## config.mk

```make
export PLATFORM = sky130hd
export DESIGN_NAME = jtag_master_seq
export DESIGN_NICKNAME = d
export VERILOG_FILES = /design/src/rtl/jtag_master_seq.sv
export SDC_FILE = /design/constraint.sdc
export NUM_CORES = 1
export LEC_CHECK = 0
export BUFFER_PORTS_ARGS = -buffer_cell sky130_fd_sc_hd__buf_4
export CORE_UTILIZATION = 55
export CTS_CLUSTER_DIAMETER = 50
export DETAILED_ROUTE_END_ITERATION = 12
export PLACE_DENSITY = 0.78
export SLEW_MARGIN = 20
export SYNTH_ARGS = -nofsm -noshare
export SYNTH_HDL_FRONTEND = slang
export SYNTH_SLANG_ARGS = --single-unit
```

## constraint.sdc

```tcl
create_clock -name inst_clk -period 4.1 [get_ports inst_clk]
set_input_delay 0.82 -clock inst_clk [delete_from_list [all_inputs] [get_ports inst_clk]]
set_output_delay 0.82 -clock inst_clk [all_outputs]
set_load 0.01 [all_outputs]
```

## src/rtl/jtag_master_seq.sv

```systemverilog
// Command-driven JTAG master: turns RESET / IR-scan / DR-scan / IDLE commands into TCK/TMS/TDI and captures TDO.
// Latency: 2*DIV clocks per TCK period; the response is valid the clock after the last period (next clock for len=0).
// Backpressure: cmd_ready only in idle with no pending response; rsp_valid/rsp_data held until rsp_ready.
//
// Ports: inst_clk/inst_rst (sync, active high); cmd_* valid/ready command channel (type, len, data);
//        rsp_* valid/ready response channel (captured TDO); busy_inst; jtag_tck/tms/tdi_inst to the TAP; inst_tdo from it.
// Optional: define JTAG_TRST_EN to add jtag_trst_n_inst, low during reset and the five tms=1 reset periods.
module jtag_master_seq #(
    parameter int WIDTH = 32,
    parameter int LEN_W = 6,
    parameter int DIV   = 2
) (
    input  logic             inst_clk,
    input  logic             inst_rst,
    input  logic             inst_cmd_valid,
    output logic             cmd_ready_inst,
    input  logic [1:0]       inst_cmd_type,
    input  logic [LEN_W-1:0] inst_cmd_len,
    input  logic [WIDTH-1:0] inst_cmd_data,
    output logic             rsp_valid_inst,
    input  logic             inst_rsp_ready,
    output logic [WIDTH-1:0] rsp_data_inst,
    output logic             busy_inst,
    output logic             jtag_tck_inst,
    output logic             jtag_tms_inst,
    output logic             jtag_tdi_inst,
`ifdef JTAG_TRST_EN
    output logic             jtag_trst_n_inst,
`endif
    input  logic             inst_tdo
);

    localparam int CNT_W = $clog2(2 * DIV) + 1;
    localparam logic [CNT_W-1:0] PH_PRE  = CNT_W'(DIV - 1);     // last tck-low clock: TDO sampled as tck rises
    localparam logic [CNT_W-1:0] PH_RISE = CNT_W'(DIV);         // first tck-high clock
    localparam logic [CNT_W-1:0] PH_LAST = CNT_W'(2 * DIV - 1); // last clock of a TCK period
    localparam logic [LEN_W-1:0] RST_LAST = LEN_W'(5);          // periods 0..4 tms=1, period 5 tms=0

    localparam logic [1:0] C_RESET = 2'b00;
    localparam logic [1:0] C_IR    = 2'b01;
    localparam logic [1:0] C_IDLE  = 2'b11;

    typedef enum logic [2:0] {S_IDLE, S_RST, S_SCAN, S_RUNI, S_RESP} state_e;

    typedef enum logic [3:0] {
        T_TLR, T_RTI, T_SELDR, T_CAPDR, T_SHDR, T_EX1DR, T_PADR, T_EX2DR,
        T_UPDR, T_SELIR, T_CAPIR, T_SHIR, T_EX1IR, T_PAIR, T_EX2IR, T_UPIR
    } tap_e;

    // Standard IEEE 1149.1 TAP state transition on one TCK rising edge.
    function automatic tap_e tap_next(input tap_e s, input logic tms);
        case (s)
            T_TLR:   return tms ? T_TLR   : T_RTI;
            T_RTI:   return tms ? T_SELDR : T_RTI;
            T_SELDR: return tms ? T_SELIR : T_CAPDR;
            T_CAPDR: return tms ? T_EX1DR : T_SHDR;
            T_SHDR:  return tms ? T_EX1DR : T_SHDR;
            T_EX1DR: return tms ? T_UPDR  : T_PADR;
            T_PADR:  return tms ? T_EX2DR : T_PADR;
            T_EX2DR: return tms ? T_UPDR  : T_SHDR;
            T_UPDR:  return tms ? T_SELDR : T_RTI;
            T_SELIR: return tms ? T_TLR   : T_CAPIR;
            T_CAPIR: return tms ? T_EX1IR : T_SHIR;
            T_SHIR:  return tms ? T_EX1IR : T_SHIR;
            T_EX1IR: return tms ? T_UPIR  : T_PAIR;
            T_PAIR:  return tms ? T_EX2IR : T_PAIR;
            T_EX2IR: return tms ? T_UPIR  : T_SHIR;
            T_UPIR:  return tms ? T_SELDR : T_RTI;
            default: return T_TLR;
        endcase
    endfunction

    function automatic logic is_shift(input tap_e s);
        return (s == T_SHDR) || (s == T_SHIR);
    endfunction

    // TMS for the scan period the TAP is about to spend in state s; the scan
    // path is steered purely from the tracked TAP state.
    function automatic logic scan_tms(input tap_e s, input logic ir, input logic last);
        case (s)
            T_RTI:           return 1'b1;
            T_SELDR:         return ir;
            T_SHDR, T_SHIR:  return last;
            T_EX1DR, T_EX1IR: return 1'b1;
            default:         return 1'b0;
        endcase
    endfunction

    state_e           state_q, state_d;
    tap_e             tap_q, tap_d;
    logic [CNT_W-1:0] cnt_q, cnt_d;
    logic [LEN_W-1:0] pcnt_q, pcnt_d;
    logic             known_q, known_d;
    logic [1:0]       type_q, type_d;
    logic [LEN_W-1:0] len_q, len_d;
    logic [WIDTH-1:0] data_q, data_d;
    logic [WIDTH-1:0] rsp_q, rsp_d;
    logic             tck_q, tck_d;
    logic             tms_q, tms_d;
    logic             tdi_q, tdi_d;
    logic             ready_q, ready_d;
    logic             busy_q, busy_d;
    logic             running_q, running_d, period_end;
`ifdef JTAG_TRST_EN
    logic             trst_q, trst_d;
`endif

    // State register
    always_ff @(posedge inst_clk) begin
        if (inst_rst) begin
            state_q <= S_IDLE;
            tap_q   <= T_TLR;
            cnt_q   <= '0;
            pcnt_q  <= '0;
            known_q <= 1'b0;
            type_q  <= C_RESET;
            len_q   <= '0;
            data_q  <= '0;
            rsp_q   <= '0;
            tck_q   <= 1'b0;
            tms_q   <= 1'b1;
            tdi_q   <= 1'b0;
            ready_q <= 1'b0;
            busy_q  <= 1'b0;
`ifdef JTAG_TRST_EN
            trst_q  <= 1'b0;
`endif
        end else begin
            state_q <= state_d;
            tap_q   <= tap_d;
            cnt_q   <= cnt_d;
            pcnt_q  <= pcnt_d;
            known_q <= known_d;
            type_q  <= type_d;
            len_q   <= len_d;
            data_q  <= data_d;
            rsp_q   <= rsp_d;
            tck_q   <= tck_d;
            tms_q   <= tms_d;
            tdi_q   <= tdi_d;
            ready_q <= ready_d;
            busy_q  <= busy_d;
`ifdef JTAG_TRST_EN
            trst_q  <= trst_d;
`endif
        end
    end

    assign running_q  = (state_q == S_RST) || (state_q == S_SCAN) || (state_q == S_RUNI);
    assign period_end = running_q && (cnt_q == PH_LAST);

    // Next-state logic
    always_comb begin
        state_d = state_q;
        tap_d   = tap_q;
        cnt_d   = cnt_q;
        pcnt_d  = pcnt_q;
        known_d = known_q;
        type_d  = type_q;
        len_d   = len_q;
        data_d  = data_q;
        rsp_d   = rsp_q;

        if (running_q) begin
            cnt_d = period_end ? '0 : cnt_q + CNT_W'(1);
            // tms_q is the value held for the whole period that is ending
            if (period_end) tap_d = tap_next(tap_q, tms_q);
        end

        case (state_q)
            S_IDLE: begin
                if (inst_cmd_valid && ready_q) begin
                    type_d = inst_cmd_type;
                    data_d = inst_cmd_data;
                    rsp_d  = '0;
                    cnt_d  = '0;
                    pcnt_d = '0;
                    // IDLE counts TCKs and is not bounded by the data width
                    if (inst_cmd_type != C_IDLE && inst_cmd_len > LEN_W'(WIDTH))
                        len_d = LEN_W'(WIDTH);
                    else
                        len_d = inst_cmd_len;
                    // A zero-length scan/idle generates no TCK at all, so it
                    // also skips the auto-reset and answers at once.
                    if (inst_cmd_type == C_RESET)     state_d = S_RST;
                    else if (inst_cmd_len == '0)      state_d = S_RESP;
                    else if (!known_q)                state_d = S_RST;
                    else if (inst_cmd_type == C_IDLE) state_d = S_RUNI;
                    else                              state_d = S_SCAN;
                end
            end
            S_RST: begin
                if (period_end) begin
                    if (pcnt_q == RST_LAST) begin
                        known_d = 1'b1;
                        pcnt_d  = '0;
                        if (type_q == C_RESET)     state_d = S_RESP;
                        else if (type_q == C_IDLE) state_d = S_RUNI;
                        else                       state_d = S_SCAN;
                    end else begin
                        pcnt_d = pcnt_q + LEN_W'(1);
                    end
                end
            end
            S_SCAN: begin
                if (cnt_q == PH_PRE && is_shift(tap_q))
                    rsp_d = rsp_q | (WIDTH'(inst_tdo) << pcnt_q);
                if (period_end) begin
                    if (is_shift(tap_q)) pcnt_d = pcnt_q + LEN_W'(1);
                    // Update -> RTI is the final period of a scan
                    if (tap_q == T_UPDR || tap_q == T_UPIR) state_d = S_RESP;
                end
            end
            S_RUNI: begin
                if (period_end) begin
                    if (pcnt_q == len_q - LEN_W'(1)) state_d = S_RESP;
                    else                             pcnt_d  = pcnt_q + LEN_W'(1);
                end
            end
            S_RESP: begin
                if (inst_rsp_ready) state_d = S_IDLE;
            end
            default: state_d = S_IDLE;
        endcase
    end

    // Output logic: registered pin values derived from the next state so
    // tms/tdi change on the first clock of each period together with tck=0.
    always_comb begin
        running_d = (state_d == S_RST) || (state_d == S_SCAN) || (state_d == S_RUNI);
        tck_d     = running_d && (cnt_d >= PH_RISE);
        tms_d     = tms_q;
        tdi_d     = tdi_q;
        if (!running_d) begin
            tdi_d = 1'b0;
        end else if (cnt_d == '0) begin
            tdi_d = 1'b0;
            case (state_d)
                S_RST:  tms_d = (pcnt_d != RST_LAST);
                S_RUNI: tms_d = 1'b0;
                S_SCAN: begin
                    tms_d = scan_tms(tap_d, type_d == C_IR, pcnt_d == len_d - LEN_W'(1));
                    if (is_shift(tap_d)) tdi_d = |(data_d & (WIDTH'(1) << pcnt_d));
                end
                default: tms_d = tms_q;
            endcase
        end
        ready_d = (state_d == S_IDLE);
        busy_d  = (state_d != S_IDLE);
`ifdef JTAG_TRST_EN
        trst_d  = !((state_d == S_RST) && (pcnt_d < RST_LAST));
`endif
    end

    assign cmd_ready_inst = ready_q;
    assign rsp_valid_inst = (state_q == S_RESP);
    assign rsp_data_inst  = rsp_q;
    assign busy_inst      = busy_q;
    assign jtag_tck_inst  = tck_q;
    assign jtag_tms_inst  = tms_q;
    assign jtag_tdi_inst  = tdi_q;
`ifdef JTAG_TRST_EN
    assign jtag_trst_n_inst = trst_q;
`endif

endmodule

```

==> metrics.md <==
| Metric | Value |
|---|---|
| Status | finished clean |
| Nets@finish | between 700 and 800 |
| Top cell type by total area after synthesis | dfxtp_1 |
| Row cnt | 34 |
| Largest family of logic cells by synthesized area | simple AND/OR/NAND/NOR gates |
| CTS Sinks | 94 |
| Mux cell area share after synthesis | under 10% |
| Worst-Skew Late Latency | 0.37 ns |
| Sequential element share of the synthesized area | about two fifths |
| Final GP Congestion | 0.908 |
| Endpoints failing setup | 0 |
| Worst path max stage delay | between 0.6 and 0.7 ns |
| Die width | 96.3 um |
| Number of global-route vias before repair | roughly 4300 |
| Post-CTS Setup Repair Bufs | 0 |
| LEAKAGE | roughly 0.0023 uW |
| Simple-gate share of the synthesized area | between 20% and 30% |
| Max VDD drop | 0.000243 V |
| CTS H-tree depth | 3 |
| Setup TNS | 0 ns |
| Router iterations before antenna repair | 5 |
| Layout Skew | 0.0163 ns |
| Post-synth top area share | 38.5% |
| Number of synthesized flops with an enable pin | 0 |
| DP HPWL | about 9.5 mm |
| Final Slew Violations | 0 |
| DIE HEIGHT | between 90 and 100 um |
| Final wirelength | between 10 and 15 mm |
| Post-synth cell types | 69 |
| Core area | around 8700 um^2 |
| CTS tree | done |
| Final hold vios | 0 |
| Post-Place Setup Slack | ~0.34 ns |
| Synth Area in Compound Gates | about a fifth |
| PortBufs | 82 |
| CP max FO | 13 |
| Highest clock rate | between 0.2 and 0.3 GHz |
| Total chip power | 1920 uW |
| Routed Antenna Nets | 0 |
| Main synth FF type | dfxtp_1 |
| XOR/XNOR Fraction of Synth Area | approximately 2.7% |
| N_diodes | 0 |
| Worst hold margin | ~0.46 ns |
| # DRC | 0 |
| Grt total ovfl | 0 |
| CP delay by family, top | compound AO/OA/AOI/OAI gates |
| Initial DRC count | 279 |
| GRT Total Usage | between 20 and 30% |
| Final period util | roughly nine tenths |
| Worst min path class | register to register |
| Net Count, Synth | roughly 680 |
| CP Launch Type | register |
| CP bufs+invs | 2 |
| Yosys reg bits | between 90 and 100 |
| Ys async rst share | 0% |
| Synth area leaders | dfxtp_1, a21oi_1, nor2_1, nand2_1, mux2i_1 |
| Max-capacitance violation count | 0 |
| Via density | a little under 6 |
| Tmin final | ~3.7 ns |
| Total CTS buffers | 9 |
| Crit. End Element | register |
| Yosys warning total | 0 |
| Layout cells sized above 1 | between 10% and 20% |
| Worst Path Arrival | 3.98 ns |
| Number of gates resized after CTS | 0 |
| Measured slew at the worst slew-check pin | roughly 0.77 ns |
| Syn avg cell area | between 7 and 8 um^2 |
| Initial antenna violation count | 0 |
| Post-Synthesis Cells | approximately 630 |
| Unrepaired setup endpoints after global routing | no |
| Routed via count | ~4800 |
| CP cell instances | inv_1, ha_1, or3b_1, a211oi_2, and4b_1, o211ai_1, a32oi_1, buf_4, nor2b_1, a221oi_1, o21a_1, a221o_1, a211oi_1 |
| Initial Util | a little under three fifths |
| Largest net degree at the start of global routing | between 50 and 60 |
| Number of I/O pins | 83 |
| CTS Buffer Depth | 2 |
| Die area | a little over 9000 um^2 |
| Mapped cell area | 4890 um^2 |
| Clock Tree Root | clkbuf_8 |
| First-pass GRT wire length | between 20 and 25 mm |
| CP Data Required Time | roughly 4.4 ns |
| Final WS setup | ~0.39 ns |
| Worst Setup Path Type | register to register |
| Crit-path slowest cell | a32oi_1 |
| PD cells | 331 nW/um^2 |
| Max-Slew Margin vs Limit | between 40% and 50% |
| Hold buffers post-CTS | 0 |
| Area Growth Syn to Fin | 18.6% |
| Wire length per cell | ~16 um |
| Count leader, synth | nor2_1 |
| Synth cell count leaders | nor2_1, dfxtp_1, a21oi_1 |
| Clk pin slew, worst setup/hold paths | 0.11 ns |
| Adder-cell share of the synthesized area | between 1.5 and 2% |
[worst paths after layout]
path	slack [ns]	endpoint	depth (start not counted)	start
hold reg to reg	0.46	data_q[29]$_SDFF_PP0_	2	data_q[29]$_SDFF_PP0_
hold / removal	0.46	data_q[29]$_SDFF_PP0_	2	data_q[29]$_SDFF_PP0_
setup reg to reg	0.39	jtag_tdi_inst$_SDFFE_PP0P_	13	len_q[0]$_SDFF_PP0_
setup / recovery	0.39	jtag_tdi_inst$_SDFFE_PP0P_	13	len_q[0]$_SDFF_PP0_
[metrics by stage]
step	cell area [um^2]	util, %	std cells
after detailed placement	5560	64.1	787
after global routing	5800	66.9	803
after global placement	5560	64.1	787
after floorplan	4890	-	626
after CTS	5800	66.8	803
final	5800	66.9	803
[logic make-up (layout without fill, tap and decap cells)]
family	Yosys count	count (layout)
and+or+nand+nor	274	274
AOI/OAI and AO/OA	156	156
DFF	94	94
buffers and inverters	55	124
muxes	26	26
xor gates and xnor gates	15	15
adders and majority gates	6	6
[worst register-to-register path: stages (launching register included)]
cell and delay (ns):
dfxtp_1 0.36, inv_1 0.07, ha_1 0.21, or3b_1 0.38
a211oi_2 0.25, and4b_1 0.27, o211ai_1 0.17, a32oi_1 0.64
buf_4 0.32, nor2b_1 0.18, a221oi_1 0.10, o21a_1 0.19
a221o_1 0.25, a211oi_1 0.22
[metal layers]
layer | track usage (%) | part of all wire (%)
met1 | 36.0 | 43
met2 | 47.4 | 49
met3 | 4.66 | 4.9
met4 | 12.3 | 2.6
met5 | 0 | 0
[sequential cells by signal, indices dropped and copies added (netlist names)]
| name | flops |
|---|---|
| tap_q | 4 |
| jtag_tdi_inst | 1 |
| data_q | 32 |
| busy_inst | 1 |
| pcnt_q | 6 |
| state_q | 3 |
| jtag_tms_inst | 1 |
| cnt_q | 3 |
| jtag_tck_inst | 1 |
| type_q | 2 |
| known_q | 1 |
| rsp_data_inst | 32 |
| cmd_ready_inst | 1 |
| len_q | 6 |
[where the power goes]
part | internal, uW | leakage, uW | switching (uW)
registers | 940 | 0.000761 | 18.1
clock network | 359 | 0.000119 | 368
logic | 102 | 0.00141 | 136
total | 1400 | 0.00229 | 522
[cell type report]
class / count / area (um^2)
inverters: 15 / 56.3
clock buffers: 9 / 124
multi-input cells: 477 / 2790
well taps: 108 / 135
clock inverters: 7 / 114
repair buffers: 93 / 698
fillers: 776 / 2880
flip-flops and latches: 94 / 1880
[cell usage in the layout, fill, tap and decap left out, types with 3 or more instances in the layout]
cell | Yosys | routed
nor2_1 | 100 | 99
dfxtp_1 | 94 | 94
buf_4 | 1 | 93
a21oi_1 | 77 | 77
nand2_1 | 72 | 72
mux2i_1 | 24 | 24
nand3_1 | 17 | 17
o21ai_0 | 16 | 16
inv_1 | 15 | 15
nor3_1 | 15 | 15
nor2b_1 | 12 | 12
xnor2_1 | 11 | 11
o211ai_1 | 9 | 9
clkbuf_8 | 0 | 9
a211oi_1 | 7 | 7
nand2b_1 | 7 | 7
and2_1 | 6 | 6
and3_1 | 6 | 6
ha_1 | 6 | 6
xor2_1 | 4 | 4
a31oi_1 | 4 | 4
o22ai_1 | 4 | 4
nand4b_1 | 4 | 4
o21ai_1 | 3 | 3
nand3b_1 | 3 | 3
o31ai_1 | 3 | 3
nor3b_1 | 3 | 3
or3_1 | 3 | 3
and3b_1 | 3 | 3
nor4_1 | 3 | 3
or3b_1 | 3 | 3
Note: power is estimated with default switching activity, not from simulation.
